### src/rtl/norm_check_defines_pkg.sv
// Shared types and default bounds for the multi-lane ML-DSA infinity-norm checker.
package norm_check_defines_pkg;

   typedef enum logic [1:0] {
      CHK_Z_BOUND    = 2'd0,
      CHK_R0_BOUND   = 2'd1,
      CHK_CT0_BOUND  = 2'd2,
      CHK_USER_BOUND = 2'd3
   } chk_norm_mode_t;

   typedef enum logic [1:0] {
      CHK_IDLE   = 2'd0,
      CHK_RD_MEM = 2'd1,
      CHK_WAIT   = 2'd2,
      CHK_DONE   = 2'd3
   } chk_read_state_e;

   localparam int unsigned DILITHIUM_Q_DEF = 8380417;
   localparam int unsigned Z_BOUND_DEF     = 524092;   // gamma1 - beta
   localparam int unsigned R0_BOUND_DEF    = 261692;   // gamma2 - beta
   localparam int unsigned CT0_BOUND_DEF   = 261888;   // gamma2

endpackage

### src/rtl/norm_check_lane.sv
// One coefficient lane: centre a value mod Q and flag it when |c| reaches the bound.
module norm_check_lane
   import norm_check_defines_pkg::*;
#(
   parameter int unsigned COEFF_W = 24,
   parameter int unsigned Q       = DILITHIUM_Q_DEF
) (
   input  logic [COEFF_W-1:0] coeff,
   input  logic [COEFF_W-1:0] bound,
   output logic               fail
);

   localparam logic [COEFF_W-1:0] Q_C    = COEFF_W'(Q);
   localparam logic [COEFF_W-1:0] HALF_Q = COEFF_W'((Q - 1) / 2);

   logic [COEFF_W-1:0] abs_val;

   // Values at or above Q are malformed and always fail
   always_comb begin
      abs_val = coeff;
      if (coeff > HALF_Q) begin
         abs_val = Q_C - coeff;
      end
      fail = (coeff >= Q_C) || (abs_val >= bound);
   end

endmodule

### src/rtl/norm_check_multilane.sv
// Streams NUM_POLY polynomials from memory and checks every centred coefficient against a bound.
module norm_check_multilane
   import norm_check_defines_pkg::*;
#(
   parameter int unsigned NUM_LANES    = 4,
   parameter int unsigned COEFF_W      = 24,
   parameter int unsigned MEM_ADDR_W   = 15,
   parameter int unsigned NUM_POLY_MAX = 8,
   parameter int unsigned DILITHIUM_Q  = DILITHIUM_Q_DEF,
   parameter int unsigned Z_BOUND      = Z_BOUND_DEF,
   parameter int unsigned R0_BOUND     = R0_BOUND_DEF,
   parameter int unsigned CT0_BOUND    = CT0_BOUND_DEF
) (
   input  logic                                            clk,
   input  logic                                            reset,
   input  logic                                            zeroize,
   input  logic                                            en,
   input  logic [1:0]                                      mode,
   input  logic [COEFF_W-1:0]                              user_bound,
   input  logic [$clog2(NUM_POLY_MAX):0]                   num_poly,
   input  logic                                            abort_on_fail,
   input  logic [MEM_ADDR_W-1:0]                           mem_base_addr,
   output logic                                            mem_rd_en,
   output logic [MEM_ADDR_W-1:0]                           mem_rd_addr,
   input  logic [NUM_LANES*COEFF_W-1:0]                    mem_rd_data,
   output logic                                            busy,
   output logic                                            done,
   output logic                                            invalid,
   output logic [$clog2(NUM_POLY_MAX*256/NUM_LANES)-1:0]   fail_word,
   output logic [NUM_LANES-1:0]                            fail_lane_mask
);

   localparam int unsigned WORDS_PER_POLY = 256 / NUM_LANES;
   localparam int unsigned NP_W           = $clog2(NUM_POLY_MAX) + 1;
   localparam int unsigned FW_W           = $clog2(NUM_POLY_MAX * WORDS_PER_POLY);
   localparam int unsigned CNT_W          = FW_W + 1;

   chk_read_state_e        state_q, state_d;

   logic [COEFF_W-1:0]     bound_q, bound_c;
   logic [CNT_W-1:0]       n_words_q, n_words_c;
   logic [NP_W-1:0]        np_clamp;
   logic                   abort_q;
   logic [MEM_ADDR_W-1:0]  addr_q;
   logic [CNT_W-1:0]       word_cnt_q;
   logic                   wait_cnt_q;
   logic                   rd_vld_q;
   logic [FW_W-1:0]        rd_word_q;
   logic [NUM_LANES-1:0]   lane_fail;
   logic                   accept;
   logic                   last_rd;

   // Run configuration captured at the accepting edge
   always_comb begin
      np_clamp = (num_poly > NP_W'(NUM_POLY_MAX)) ? NP_W'(NUM_POLY_MAX) : num_poly;
      n_words_c = CNT_W'(np_clamp) * CNT_W'(WORDS_PER_POLY);
      bound_c = user_bound;
      case (chk_norm_mode_t'(mode))
         CHK_Z_BOUND:   bound_c = COEFF_W'(Z_BOUND);
         CHK_R0_BOUND:  bound_c = COEFF_W'(R0_BOUND);
         CHK_CT0_BOUND: bound_c = COEFF_W'(CT0_BOUND);
         default:       bound_c = user_bound;
      endcase
   end

   assign accept  = (state_q == CHK_IDLE) && en;
   assign last_rd = (word_cnt_q == n_words_q - CNT_W'(1));

   always_ff @(posedge clk or posedge reset) begin : p_state_reg
      if (reset) begin
         state_q <= CHK_IDLE;
      end else if (zeroize) begin
         state_q <= CHK_IDLE;
      end else begin
         state_q <= state_d;
      end
   end

   always_comb begin : p_next_state
      state_d = state_q;
      case (state_q)
         CHK_IDLE: begin
            if (en) begin
               state_d = (np_clamp == '0) ? CHK_DONE : CHK_RD_MEM;
            end
         end
         CHK_RD_MEM: begin
            if (last_rd || (abort_q && invalid)) begin
               state_d = CHK_WAIT;
            end
         end
         CHK_WAIT: begin
            if (wait_cnt_q) begin
               state_d = CHK_DONE;
            end
         end
         default: state_d = CHK_IDLE;
      endcase
   end

   always_comb begin : p_outputs
      mem_rd_en = 1'b0;
      busy      = 1'b0;
      done      = 1'b0;
      case (state_q)
         CHK_RD_MEM: begin
            mem_rd_en = 1'b1;
            busy      = 1'b1;
         end
         CHK_WAIT: busy = 1'b1;
         CHK_DONE: begin
            busy = 1'b1;
            done = 1'b1;
         end
         default: ;
      endcase
   end

   assign mem_rd_addr = addr_q;

   for (genvar i = 0; i < NUM_LANES; i++) begin : g_lane
      norm_check_lane #(
         .COEFF_W (COEFF_W),
         .Q       (DILITHIUM_Q)
      ) u_lane (
         .coeff (mem_rd_data[i*COEFF_W +: COEFF_W]),
         .bound (bound_q),
         .fail  (lane_fail[i])
      );
   end

   // Read counters, data-valid tracking and first-failure capture
   always_ff @(posedge clk or posedge reset) begin : p_datapath
      if (reset) begin
         bound_q        <= '0;
         n_words_q      <= '0;
         abort_q        <= 1'b0;
         addr_q         <= '0;
         word_cnt_q     <= '0;
         wait_cnt_q     <= 1'b0;
         rd_vld_q       <= 1'b0;
         rd_word_q      <= '0;
         invalid        <= 1'b0;
         fail_word      <= '0;
         fail_lane_mask <= '0;
      end else if (zeroize) begin
         bound_q        <= '0;
         n_words_q      <= '0;
         abort_q        <= 1'b0;
         addr_q         <= '0;
         word_cnt_q     <= '0;
         wait_cnt_q     <= 1'b0;
         rd_vld_q       <= 1'b0;
         rd_word_q      <= '0;
         invalid        <= 1'b0;
         fail_word      <= '0;
         fail_lane_mask <= '0;
      end else begin
         rd_vld_q  <= mem_rd_en;
         rd_word_q <= FW_W'(word_cnt_q);
         if (accept) begin
            bound_q        <= bound_c;
            n_words_q      <= n_words_c;
            abort_q        <= abort_on_fail;
            addr_q         <= mem_base_addr;
            word_cnt_q     <= '0;
            wait_cnt_q     <= 1'b0;
            invalid        <= 1'b0;
            fail_word      <= '0;
            fail_lane_mask <= '0;
         end
         if (mem_rd_en) begin
            word_cnt_q <= word_cnt_q + CNT_W'(1);
            addr_q     <= addr_q + MEM_ADDR_W'(1);
         end
         if (state_q == CHK_WAIT) begin
            wait_cnt_q <= ~wait_cnt_q;
         end
         // Only the first failing word is recorded; invalid doubles as the captured flag
         if (rd_vld_q && (|lane_fail) && !invalid) begin
            invalid        <= 1'b1;
            fail_word      <= rd_word_q;
            fail_lane_mask <= lane_fail;
         end
      end
   end

endmodule

### config.mk
export PLATFORM = sky130hd
export DESIGN_NAME = norm_check_multilane
export DESIGN_NICKNAME = d
export VERILOG_FILES = /design/src/rtl/norm_check_defines_pkg.sv /design/src/rtl/norm_check_lane.sv /design/src/rtl/norm_check_multilane.sv
export SDC_FILE = /design/constraint.sdc
export NUM_CORES = 1
export LEC_CHECK = 0
export CAP_MARGIN = 20
export CORE_MARGIN = 3
export CORE_UTILIZATION = 48
export DETAILED_ROUTE_END_ITERATION = 8
export PLACE_DENSITY = 0.87
export SLEW_MARGIN = 20
export SYNTH_ARGS = -nofsm -noshare
export SYNTH_HDL_FRONTEND = slang
export SYNTH_SLANG_ARGS = --single-unit
### constraint.sdc
create_clock -name clk -period 2.7 [get_ports clk]
set_input_delay 0.27 -clock clk [delete_from_list [all_inputs] [get_ports clk]]
set_output_delay 0.27 -clock clk [all_outputs]
set_load 0.005 [all_outputs]
==> results.json <==
{
  "grt_pass1_wl_um": 51300,
  "r2r_slack_ps": -950,
  "grt_overflow": 0,
  "finalSetupViolCount": 14,
  "cts_tree": "done",
  "multi_input_area_mm2": 0.00623,
  "max_cap_viol_count": 0,
  "p_sw_share_pct": 41.4,
  "cts_sinks": 81,
  "antenna_found_initial": 0,
  "via_per_inst": 6.35,
  "slowest_delay_ps": 600,
  "worstSetupStartpoint": "mem_rd_data[3]",
  "pre_cts_slack_ps": -2620,
  "grt_pass1_vias": 10400,
  "finClkSkew_ps": 11.6,
  "syn_nets": 1285,
  "holdBufCountCts": 0,
  "die_w_um": 137,
  "critical_path_depth": 17,
  "drtPass1Iterations": 6,
  "avgSynthCellArea_um2": 8.02,
  "p_seq_share_pct": 24.2,
  "seqCellArea_mm2": 0.00203,
  "synth-async-reset-ratio_pct": 100,
  "crit_buf_inv": 3,
  "track_usage_pct": 34.4,
  "crit_arrival_ps": 5480,
  "critPathMaxFanout": 6,
  "cts_buffers": 9,
  "n_fill_cell": 1020,
  "hold_class": "in -> async",
  "crit_path_end_kind": "register",
  "synth_edf_count": 0,
  "place_congestion": 0.954,
  "antenna_left": 0,
  "syn_inst": 1031,
  "hpwlAfterDp_um": 22700,
  "power_mw": 6.50,
  "critical_path_class": "in -> reg",
  "clockBufferDepth": 2,
  "endpoint": "fail_lane_mask[2]",
  "outcome": "finished, violations left",
  "p_sw_mw": 2.69,
  "io_pins": 178,
  "yosysSeqAreaShare_pct": 24.5,
  "clk_latency_ps": 350,
  "clockRootBuffer": "clkbuf_16",
  "stdcell_area_mm2": 0.0128,
  "routed_wl_um": 35200,
  "rows": 47,
  "first_iter_violations": 1330,
  "p_int_mw": 3.81,
  "htreeDepth": 3,
  "rr_endpoint": "fail_lane_mask[2]",
  "peakVddDrop_v": 0.000555,
  "worst_pin_slew_ps": 745,
  "synth.distinct_cells": 68,
  "rsz0062_at_grt": "true",
  "power_density_mw_per_mm2": 507,
  "layout_setup_ws_ps": -2510,
  "p_comb_share_pct": 54.3,
  "leakage_nw": 5.73,
  "floorplan.initialDensity_pct": 49.5,
  "drc": 0,
  "cp_top_family": "simple AND/OR/NAND/NOR gates",
  "chipHeight_um": 137,
  "ys_warn_count": 0,
  "violations": "negative setup slack",
  "nets": 1685,
  "fmax_mhz": 192,
  "relSlewSlack_pct": 49.8,
  "fin_crit_ps": 5210,
  "portBuffers": 177,
  "utilization_pct": 76.8,
  "crit_path_start_kind": "input port",
  "syn_to_final_growth_pct": 55.2,
  "die-area_mm2": 0.0188,
  "mappedNetlistArea_mm2": 0.00826,
  "vias": 10500,
  "reg2reg_depth": 11,
  "r2r_start": "bound_q[5]",
  "cp_slowest_cell": "o21ai_0",
  "place_area_mm2": 0.0120,
  "fin_crit_sh_pct": 193,
  "synth_seq_cells": 81,
  "cp_data_required_time_ps": 2970,
  "hold_viol": 0,
  "wl_per_cell_um": 21.3,
  "cts.reportedPaths.clkPinSlew_ps": 70,
  "crit_chain": "clkdlybuf4s50_1, or3_4, or2_1, or3_4, a311o_1, buf_6, o21ai_1, xnor2_1, ha_1, o21ai_0, nand2b_1, a21oi_1, o311ai_4, or4b_4, buf_6, or4_4, a31oi_4",
  "drive_above_1_share_pct": 23.3,
  "slew_violations": 0,
  "coreArea_mm2": 0.0167,
  "power.share.clock_pct": 21.6,
  "synthFlopType": "dfrtp_1",
  "grt_max_degree": 51
}
## timing repair
action,in CTS,in global routing
buffers inserted,13,7
pin swaps,39,48
setup endpoints to repair,14,14
gates resized for setup,61,47
cloned,3,0
## flip-flops by register name (all words and copies together) (netlist names)
register / flops
rd_vld_q: 1
fail_lane_mask: 4
n_words_q: 4
state_q: 2
mem_rd_addr: 15
wait_cnt_q: 1
word_cnt_q: 10
bound_q: 24
fail_word: 9
invalid: 1
rd_word_q: 9
abort_q: 1
## Yosys cell counts, types with 8 or more instances
library cell | instances | area [um2]
ha_1 | 108 | 1350
nand2_1 | 104 | 390
a21oi_1 | 89 | 445
nor2_1 | 84 | 315
dfrtp_1 | 81 | 2030
o21ai_0 | 56 | 280
xor2_1 | 54 | 473
inv_1 | 52 | 195
xnor2_1 | 48 | 420
nand3_1 | 41 | 205
clkbuf_1 | 31 | 116
nand4_1 | 29 | 181
nor3_1 | 20 | 100
a211oi_1 | 19 | 143
a21o_1 | 17 | 128
a31oi_1 | 16 | 100
nor2b_1 | 15 | 93.8
and3_1 | 13 | 81.3
nor3b_1 | 12 | 90.1
nor4_1 | 11 | 68.8
a22o_1 | 10 | 87.6
a32oi_1 | 10 | 87.6
nand2b_1 | 10 | 62.6
o31ai_1 | 8 | 60.1
## cell usage in the layout, fill, tap and decap left out, drive strengths merged, types with 6 or more instances in the layout
master / n
nor4: 12
xor2: 54
and4: 6
or4: 7
a22o: 10
xnor2: 48
clkdlybuf4s50: 164
a21oi: 90
a221oi: 6
o21ai: 59
nor2b: 15
nand2b: 10
dfrtp: 81
and3: 13
a31oi: 16
clkbuf: 10
nor3: 20
nor3b: 12
nand2: 104
inv: 55
a211oi: 19
o31ai: 8
nor2: 84
nand4: 29
a21o: 17
a32oi: 10
buf: 254
nand3: 41
dlymetal6s2s: 8
ha: 108
## cells by family after synthesis
| group | count (synthesis) | synth area share, % |
|---|---|---|
| buf+inv | 92 | 4.21 |
| fa+ha+maj | 108 | 16.4 |
| mux | 2 | 0.273 |
| flops | 81 | 24.5 |
| simple gates | 373 | 22.6 |
| compound gates | 273 | 21.2 |
| xor+xnor | 102 | 10.8 |
## area by class of cell
class / instances / area share [%]
repair buffers: 427 / 29.4
multi-input cells: 859 / 48.5
diodes: 1 / 0.0195
clock buffers: 9 / 1.76
flip-flops and latches: 81 / 15.8
inverters: 53 / 1.56
well taps: 220 / 2.15
clock inverters: 7 / 0.829
## worst min path at each step
| stage | from | to | slack [ps] | cells past startpoint |
|---|---|---|---|---|
| after detailed placement | bound_q[21] | bound_q[21] | 490 | 1 |
| after global routing | reset | mem_rd_addr[9] | 350 | 2 |
| final | reset | mem_rd_addr[7] | 290 | 2 |
| after floorplan | abort_on_fail | abort_q | 400 | 2 |
| after CTS | reset | mem_rd_addr[7] | 320 | 2 |
| after global placement | bound_q[7] | bound_q[7] | 490 | 1 |
## layer usage
metal  up-vias  track usage, %  part of all wire (%)
li1       4593               -                     -
met4         0            22.1                   8.4
met2       825            57.5                    45
met3       303            10.8                    12
met5         -               0                     0
met1      4801            37.6                    35
## per-stage QoR
step	hold WS (ps)	std cells	TNS, ps
floorplan	401	1031	-22200
global placement	488	1621	-31990
detailed placement	492	1621	-35380
CTS	316	1653	-26320
global route	351	1656	-32290
finish	294	1657	-32270
## power groups by stage
stage | registers, mW | logic (mW) | clock network (mW)
finish | 1.57 | 3.53 | 1.40
global route | 1.59 | 3.78 | 1.45
global placement | 1.56 | 2.92 | 0
CTS | 1.56 | 3.19 | 1.39
detailed placement | 1.57 | 3.07 | 0
floorplan | 1.54 | 1.64 | 0
Note: power is estimated with default switching activity, not from simulation.
